File: src/rtl/divide_share_arb.sv
// divide_share_arb: shares one in-order pipelined divider between NUM_REQ
// AXI-stream requesters. Packets are granted round-robin and held until
// their last beat. Each issued beat pushes its requester id into a tag FIFO
// so the in-order result stream can be steered back to the right lane.
module divide_share_arb #(
  parameter int NUM_REQ         = 2,
  parameter int MAX_OUTSTANDING = 16,
  parameter int DIVIDEND_W      = 16,
  parameter int DIVISOR_W       = 32,
  parameter int QUOT_W          = 48
) (
  input  logic                                        clk,
  input  logic                                        aresetn,
  input  logic                                        clear,
  input  logic [NUM_REQ*(DIVIDEND_W+DIVISOR_W)-1:0]   s_tdata,
  input  logic [NUM_REQ-1:0]                          s_tlast,
  input  logic [NUM_REQ-1:0]                          s_tvalid,
  output logic [NUM_REQ-1:0]                          s_tready,
  output logic [DIVIDEND_W-1:0]                       div_dividend_tdata,
  output logic [DIVISOR_W-1:0]                        div_divisor_tdata,
  output logic                                        div_tlast,
  output logic                                        div_tvalid,
  input  logic                                        div_dividend_tready,
  input  logic                                        div_divisor_tready,
  input  logic [QUOT_W-1:0]                           dout_tdata,
  input  logic                                        dout_tlast,
  input  logic                                        dout_tvalid,
  output logic                                        dout_tready,
  output logic [QUOT_W-1:0]                           m_tdata,
  output logic                                        m_tlast,
  output logic [NUM_REQ-1:0]                          m_tvalid,
  input  logic [NUM_REQ-1:0]                          m_tready,
  output logic [$clog2(MAX_OUTSTANDING):0]            outstanding,
  output logic                                        busy
);

  localparam int BEAT_W = DIVIDEND_W + DIVISOR_W;
  localparam int GW     = (NUM_REQ > 2) ? 2 : 1;
  localparam int PW     = $clog2(MAX_OUTSTANDING);
  localparam int CW     = PW + 1;

  typedef enum logic [1:0] {IDLE, LOCK, FLUSH} state_t;

  state_t          state, state_nxt;
  logic [GW-1:0]   grant, grant_nxt;
  logic [GW-1:0]   rr_ptr, rr_nxt;
  logic [GW-1:0]   pick;
  logic            pick_vld;

  logic [GW-1:0]   tag_mem [MAX_OUTSTANDING];
  logic [PW-1:0]   wr_ptr, rd_ptr;
  logic [CW-1:0]   tag_cnt;
  logic [GW-1:0]   head;
  logic            tag_empty, tag_full, credit_ok;

  logic            issue, ret;
  logic [BEAT_W-1:0] beat;

  assign head      = tag_mem[rd_ptr];
  assign tag_empty = (tag_cnt == '0);
  assign tag_full  = (tag_cnt == CW'(MAX_OUTSTANDING));
  assign credit_ok = (outstanding < CW'(MAX_OUTSTANDING));
  assign m_tdata   = dout_tdata;
  assign m_tlast   = dout_tlast;
  assign busy      = (state != IDLE) || (outstanding != '0);

  // Round-robin search: first valid requester starting at rr_ptr, with wrap
  always_comb begin
    int unsigned idx;
    pick     = '0;
    pick_vld = 1'b0;
    idx      = 0;
    for (int unsigned k = 0; k < NUM_REQ; k++) begin
      idx = (32'(rr_ptr) + k) % NUM_REQ;
      if (!pick_vld && s_tvalid[idx]) begin
        pick     = GW'(idx);
        pick_vld = 1'b1;
      end
    end
  end

  // Next-state, issue handshake and result steering
  always_comb begin
    state_nxt          = state;
    grant_nxt          = grant;
    rr_nxt             = rr_ptr;
    s_tready           = '0;
    div_tvalid         = 1'b0;
    div_tlast          = 1'b0;
    dout_tready        = 1'b0;
    m_tvalid           = '0;
    issue              = 1'b0;
    ret                = 1'b0;
    beat               = s_tdata[grant*BEAT_W +: BEAT_W];
    div_dividend_tdata = beat[BEAT_W-1 -: DIVIDEND_W];
    div_divisor_tdata  = beat[DIVISOR_W-1:0];

    // clear silences both handshakes this cycle so the drain count loaded
    // from outstanding matches exactly the beats still inside the divider
    if (!clear && state != FLUSH && !tag_empty) begin
      for (int unsigned i = 0; i < NUM_REQ; i++)
        m_tvalid[i] = dout_tvalid && (head == GW'(i));
      dout_tready = m_tready[head];
      ret         = dout_tvalid && dout_tready;
    end

    if (clear) begin
      state_nxt = FLUSH;
      rr_nxt    = '0;
    end else begin
      case (state)
        IDLE: begin
          if (pick_vld) begin
            grant_nxt = pick;
            state_nxt = LOCK;
          end
        end
        LOCK: begin
          div_tvalid      = s_tvalid[grant] && credit_ok && !tag_full;
          div_tlast       = s_tlast[grant];
          issue           = div_tvalid && div_dividend_tready && div_divisor_tready;
          s_tready[grant] = issue;
          if (issue && s_tlast[grant]) begin
            rr_nxt    = (grant == GW'(NUM_REQ - 1)) ? '0 : grant + GW'(1);
            state_nxt = IDLE;
          end
        end
        FLUSH: begin
          dout_tready = 1'b1;
          if (outstanding == '0 || (outstanding == CW'(1) && dout_tvalid))
            state_nxt = IDLE;
        end
        default: state_nxt = IDLE;
      endcase
    end
  end

  // State, grant and round-robin pointer registers
  always_ff @(posedge clk or negedge aresetn) begin
    if (!aresetn) begin
      state  <= IDLE;
      grant  <= '0;
      rr_ptr <= '0;
    end else begin
      state  <= state_nxt;
      grant  <= grant_nxt;
      rr_ptr <= rr_nxt;
    end
  end

  // In-flight counter; during FLUSH it doubles as the drain count
  always_ff @(posedge clk or negedge aresetn) begin
    if (!aresetn) begin
      outstanding <= '0;
    end else if (clear) begin
      outstanding <= outstanding;
    end else if (state == FLUSH) begin
      if (dout_tvalid && outstanding != '0)
        outstanding <= outstanding - CW'(1);
    end else if (issue && !ret) begin
      outstanding <= outstanding + CW'(1);
    end else if (!issue && ret) begin
      outstanding <= outstanding - CW'(1);
    end
  end

  // Tag FIFO pointers and occupancy
  always_ff @(posedge clk or negedge aresetn) begin
    if (!aresetn) begin
      wr_ptr  <= '0;
      rd_ptr  <= '0;
      tag_cnt <= '0;
    end else if (clear) begin
      wr_ptr  <= '0;
      rd_ptr  <= '0;
      tag_cnt <= '0;
    end else begin
      if (issue) wr_ptr <= wr_ptr + PW'(1);
      if (ret)   rd_ptr <= rd_ptr + PW'(1);
      if (issue && !ret)      tag_cnt <= tag_cnt + CW'(1);
      else if (!issue && ret) tag_cnt <= tag_cnt - CW'(1);
    end
  end

  // Tag FIFO storage: requester id of each issued beat
  always_ff @(posedge clk) begin
    if (issue) tag_mem[wr_ptr] <= grant;
  end

endmodule

File: config.mk
export PLATFORM = sky130hd
export DESIGN_NAME = divide_share_arb
export DESIGN_NICKNAME = d
export VERILOG_FILES = /design/src/rtl/divide_share_arb.sv
export SDC_FILE = /design/constraint.sdc
export NUM_CORES = 1
export LEC_CHECK = 0
export ABC_AREA = 1
export ABC_CLOCK_PERIOD_IN_PS = 7450
export BUFFER_PORTS_ARGS = -buffer_cell sky130_fd_sc_hd__buf_2
export CAP_MARGIN = 20
export CORE_AREA = 2 2 105 107
export DETAILED_ROUTE_END_ITERATION = 8
export DIE_AREA = 0 0 107 109
export PLACE_DENSITY_LB_ADDON = 0.05
export SYNTH_ARGS = -nofsm -noshare
export SYNTH_HDL_FRONTEND = slang
export SYNTH_SLANG_ARGS = --single-unit
File: constraint.sdc
create_clock -name clk -period 7.45 [get_ports clk]
set_input_delay 0.3725 -clock clk [delete_from_list [all_inputs] [get_ports clk]]
set_output_delay 0.3725 -clock clk [all_outputs]
set_load 0.02 [all_outputs]
After elaboration in Yosys (flattened, before gate mapping)
Memories as Yosys holds them, arrays and structs flattened.
Index checks and enable logic that the tools add are counted.
{"block": "totals", "reg_bits": 22, "ram_bits": 16, "inputBits": 157, "elab_cells": 126, "memories": 1}
{"memory": "tag_mem", "words": 16, "width": 1, "read_ports": 1, "rd_ports_with_merged_regs": 0, "write_ports": 1, "line": "50", "text": "logic [GW-1:0] tag_mem [MAX_OUTSTANDING];"}
{"block": "classes", "addsub": 8, "n_mul": 1, "magnitude_cmp": 6, "eq_ne": 9, "shifts": 1, "n_mux": 51, "bitwise": 3, "reduce_logical": 39}
{"operator": "96-bit by 8-bit indexed part select with 48-bit output", "n": 1}
{"operator": "5-bit 2-to-1 mux", "n": 7}
{"operator": "1-bit 2-to-1 mux", "n": 31}
{"operator": "1-bit logical AND", "n": 16}
{"operator": "4-bit 2-to-1 mux", "n": 4}
{"operator": "2-bit 2-to-1 mux", "n": 7}
{"operator": "5-bit by 1-bit adder with 5-bit output (second input constant)", "n": 2}
{"operator": "5-bit logical NOT", "n": 2}
{"operator": "2-bit nonzero test", "n": 5}
{"operator": "5-bit by 1-bit subtractor with 5-bit output (second input constant)", "n": 2}
{"operator": "3-bit inequality test (second input constant)", "n": 3}
{"operator": "3-bit AND reduction", "n": 3}
{"operator": "4-bit by 1-bit adder with 4-bit output (second input constant)", "n": 2}
{"operator": "1-bit by 2-bit less-than comparator with 1-bit output (second input constant)", "n": 4}
{"operator": "1-bit logical NOT", "n": 6}
{"operator": "2-bit case mux with 3 select lines", "n": 1}
{"operator": "3-bit nonzero test", "n": 2}
{"operator": "5-bit by 1-bit equality test with 1-bit output (second input constant)", "n": 1}
{"operator": "5-bit equality test (second input constant)", "n": 1}
{"operator": "5-bit less-than comparator (second input constant)", "n": 1}
{"operator": "5-bit nonzero test", "n": 1}
{"operator": "1-bit by 2-bit multiplier with 3-bit output (second input constant)", "n": 1}
{"operator": "1-bit adder (second input constant)", "n": 2}
{"operator": "2-bit AND", "n": 1}
{"operator": "other kinds (10)", "n": 12}

Longest topological paths before layout
{"block": "logic_depth", "word_depth": 13, "mapped_depth": 17, "ltp_nobuf": 17}

Worst setup path after synthesis
No wires, ideal clock.
{"block": "synth_path", "kind": "register to register", "startpoint": "reg grant", "endpoint": "reg tag_cnt[4]", "setup_ns": 0.121, "arrival_ns": 2.330, "required_time_ns": 7.329, "slack_ns": 5.000, "stages_incl_launch_ff": 16, "path_cell_list": "dfrtp_1 -> buf_2 -> nand2_1 -> a21oi_1 -> nand2_1 -> nor2_2 -> nand2_1 -> inv_2 -> nand2_4 -> fa_1 -> nand3_1 -> nand2_1 -> xor2_1 -> nand3b_1 -> nand2_1 -> o21ai_1"}
{"block": "synth_via", "elab_chain_cells": 11}
{"element": "from (decl)", "line": "45", "text": "logic [GW-1:0] grant, grant_nxt;"}
{"element": "from (signal assigned)", "line": "146", "text": "grant <= grant_nxt;"}
{"element": "1-bit 2-to-1 mux (implied by the code) * (2 in series)", "line": "119", "text": "div_tvalid = s_tvalid[grant] && credit_ok && !tag_full;"}
{"element": "1-bit logical AND * (2 in series)", "line": "119"}
{"element": "1-bit logical AND * (2 in series)", "line": "121", "text": "issue = div_tvalid && div_dividend_tready && div_divisor_tready;"}
{"element": "1-bit 2-to-1 mux *", "line": "111", "text": "case (state)"}
{"element": "1-bit 2-to-1 mux *", "line": "107", "text": "if (clear) begin"}
{"element": "1-bit logical AND or 1-bit logical NOT (tied branches)", "line": "180, 181"}
{"element": "5-bit 2-to-1 mux or 1-bit logical AND (tied branches)", "line": "180, 181"}
{"element": "5-bit 2-to-1 mux or 3-bit nonzero test (tied branches)"}
{"element": "to (signal assigned)", "line": "180", "text": "if (issue && !ret) tag_cnt <= tag_cnt + CW'(1);"}
{"element": "to (signal assigned)", "line": "181", "text": "else if (!issue && ret) tag_cnt <= tag_cnt - CW'(1);"}
{"element": "to (decl)", "line": "52", "text": "logic [CW-1:0] tag_cnt;"}
Mark *: on every way between the ends. The rest lies on a longest branch, timed or not. The select of a mux whose other input is x is not followed.
A chain may end at the register's enable or synchronous reset.

Final worst setup path
Same ends and word-level chain as after synthesis.

==> impl_metrics.csv <==
group,metric,value,unit
worst_setup_path,critPathMostFrequentCell,"nand2_1",
run_status,status,"finished clean",
layout,final-seq-area,1030,sq um
worst_setup_path,cp_cell_sequence,"buf_4 -> inv_2 -> nand2_1 -> a21oi_1 -> nand2_1 -> nor2_2 -> nand2_1 -> inv_2 -> nand2_4 -> fa_1 -> nand3_1 -> nand2_1 -> xor2_1 -> nand3b_1 -> nand2_1 -> o21ai_1",
route,detail-route-antenna-nets,0,
worst_setup_path,rr_worst_depth,16,
worst_setup_path,slowest_stage,"inv_2",
clock_tree,clockRootBuffer,"clkbuf_8",
yosys,synth-compound-area-share,0.0473,
worst_setup_path,crit_type,"reg -> reg",
worst_setup_path,worstSetupStartpointType,"register",
grt,grt_pass1_wl,16.1,mm
sta,period_share,0.472,
route,wl,10.7,mm
layout,final_nets,778,
yosys,synth_top_area_cell,"nand2_1",
route,avgRoutedWirePerCell,14.3,um
yosys,ys_seq_area_frac,0.314,
clock_tree,cts_buffer_depth,2,
die,dieArea,11700,sq um
die,pin_count,267,
die,die_h,109,um
route,viasPerCell,4.48,
yosys,synth-xor-area-share,0.0267,
hold_path,hp-class,"in -> async",
die,initial_core_util,0.309,
clock_tree,ctsHoldBuffers,0,
yosys,avgSynthCellArea,6.63,sq um
sta,fmax,284,MHz
clock_tree,cts_tree,"done",
die,die_x,107,um
power_and_ir_drop,p_leak,2.23,nW
route,drc,0,
yosys,synth_mux_area_frac,0,
layout,antennaDiodeCount,0,
sta,finalHoldViolCount,0,
place,numPortBuffers,168,
sta,fin_worst_skew,0.00815,ns
place,place_congestion,0.828,
layout,nFillCells,1190,
yosys,ys_ff_latch,38,
place,dp_hpwl,8.71,mm
route,drt_iter0_markers,171,
sta,worstMarginPinSlew,0.828,ns
route,dr.pass1.iters,4,
run,maxCapViolCount,0,
layout,layout-drive-gt1-share,0.322,
yosys,ys_top_cells_by_area,"nand2_1, dfrtp_1, edfxtp_1, buf_4, ha_1",
sta,period_needed,3.52,ns
power_and_ir_drop,max-vdd-ir-drop,126,uV
yosys,synth.distinct_cells,31,
route,vias,3348,
yosys,synth_area,3280,sq um
grt,grt_max_degree,70,
layout,multiInputGateArea,1690,sq um
yosys,synth_top_family_by_area,"simple AND/OR/NAND/NOR gates",
worst_setup_path,slowest_delay,0.68,ns
worst_setup_path,cp-end-kind,"register",
die,rows,38,
worst_setup_path,worstPathRequired,7.64,ns
clock_tree,post_cts_buffers,0,
yosys,ys_warn_count,0,
clock_tree,numCtsBuffers,5,
clock_tree,clk_latency,0.30,ns
yosys,synthAdderAreaFrac,0.0557,
sta,drv_slew,0,
sta,rsz0062_at_grt,"no",
grt,grt_pass1_vias,3223,
layout,synthToLayoutAreaGrowth,20.8,%
yosys,synth-simple-area-share,0.386,
sta,slew_headroom,0.448,
grt,grt_overflow_total,0,
yosys,syn_nets,666,
yosys,synthCells,495,
clock_tree,ctsResizeCount,0,
power_and_ir_drop,p_per_area,318,nW/um^2
sta,tns,0,ns
layout,post-route-util,0.374,
die,core_area,10600,sq um
worst_setup_path,crit_fanout,69,
clock_tree,clk_pin_slew,0.08,ns
yosys,yosysTopAreaCellShare,0.254,
sta,finalSetupViolCount,0,
worst_setup_path,arrival,3.71,ns
clock_tree,htreeDepth,2,
clock_tree,clock-sinks,38,
grt,antenna_found_initial,0,
grt,grt.total_usage,0.180,
-- worst max-delay path: cells and delay by family, from the launching register on --
family                     cells  cell delay (ns)
buffers and inverters          3             1.21
xor gates and xnor gates       1             0.15
and+or+nand+nor                9             0.97
adders and majority gates      1             0.43
AOI/OAI and AO/OA              2             0.22
DFF                            1             0.39
-- state kept, by name (all words and copies together), names as in the netlist --
signal and count:
tag_mem 16, outstanding 5, rr_ptr 1, state 2
wr_ptr 4, tag_cnt 5, grant 1, rd_ptr 4
-- routing by layer --
metal	up-vias	part of all wire	global-route usage
met4	0	0.012	0.0538
li1	1717	-	-
met1	1511	0.39	0.200
met5	-	0	0
met3	14	0.046	0.0341
met2	106	0.55	0.347
-- cell type report --
cell class	count	area share
timing repair buffer	169	0.214
inverter	32	0.0303
clock inverter	2	0.00316
multi-input combinational	361	0.427
clock buffer	6	0.0208
tap	140	0.0442
sequential	38	0.260
-- through the flow --
step / std cells / setup WS [ns] / cell area, sq um / power (mW) / hold slack (ns)
after floorplan: 495 / 5.00 / 3280 / 0.898 / 0.0769
after global placement: 740 / 4.01 / 3870 / 1.12 / 0.403
after detailed placement: 740 / 3.86 / 3870 / 1.12 / 0.412
after CTS: 748 / 3.84 / 3960 / 1.28 / 0.0777
after global routing: 748 / 3.49 / 3960 / 1.38 / 0.0974
final: 748 / 3.93 / 3960 / 1.26 / 0.0588
-- power by group --
part	internal (mW)	switching [mW]
combinational	0.259	0.526
sequential	0.265	0.0518
clock	0.0745	0.0818
-- placed cells by master, fill, tap and decap left out, drive strengths merged, types with 3 or more instances in the layout --
master and instances:
edfxtp 16, a21oi 8, xor2 7, nand4 4
nand3 28, clkbuf 6, o21ai 19, nand2 229
dfrtp 22, buf 169, nor2 42, inv 31
ha 13, xnor2 3
-- cell usage after synthesis, drive strengths merged --
cell,instances
edfxtp,16
nand2,229
a21oi,8
nand3,28
clkbuf,10
inv,31
dfrtp,22
o21ai,19
nor2,42
ha,13
clkinv,1
xnor2,3
xor2,7
nor4,1
fa,1
buf,54
nand4,4
nor3,2
o22ai,2
a211oi,1
nand3b,1
-- final timing paths --
| kind | from | end | slack, ns |
|---|---|---|---|
| worst max-delay path | grant$_DFFE_PN0P_ | tag_cnt[4]$_DFFE_PN0P_ | 3.93 |
| min in group clk | clear | rr_ptr$_DFFE_PN0P_ | 0.34 |
| worst min-delay path | aresetn | tag_cnt[3]$_DFFE_PN0P_ | 0.06 |
| worst max register to register | grant$_DFFE_PN0P_ | tag_cnt[4]$_DFFE_PN0P_ | 3.93 |
| max in group asynchronous | aresetn | grant$_DFFE_PN0P_ | 6.98 |
| worst min register to register | wr_ptr[3]$_DFFE_PN0P_ | wr_ptr[3]$_DFFE_PN0P_ | 0.53 |
-- logic make-up (layout without fill, tap and decap cells) --
group	after synthesis	after routing
adder cells (fa/ha/maj)	14	14
flip-flops	38	38
buffers and inverters	96	209
XOR/XNOR	10	10
AO/OA/AOI/OAI	30	30
AND/OR/NAND/NOR	307	307
Power figures use the tool's default switching activity.
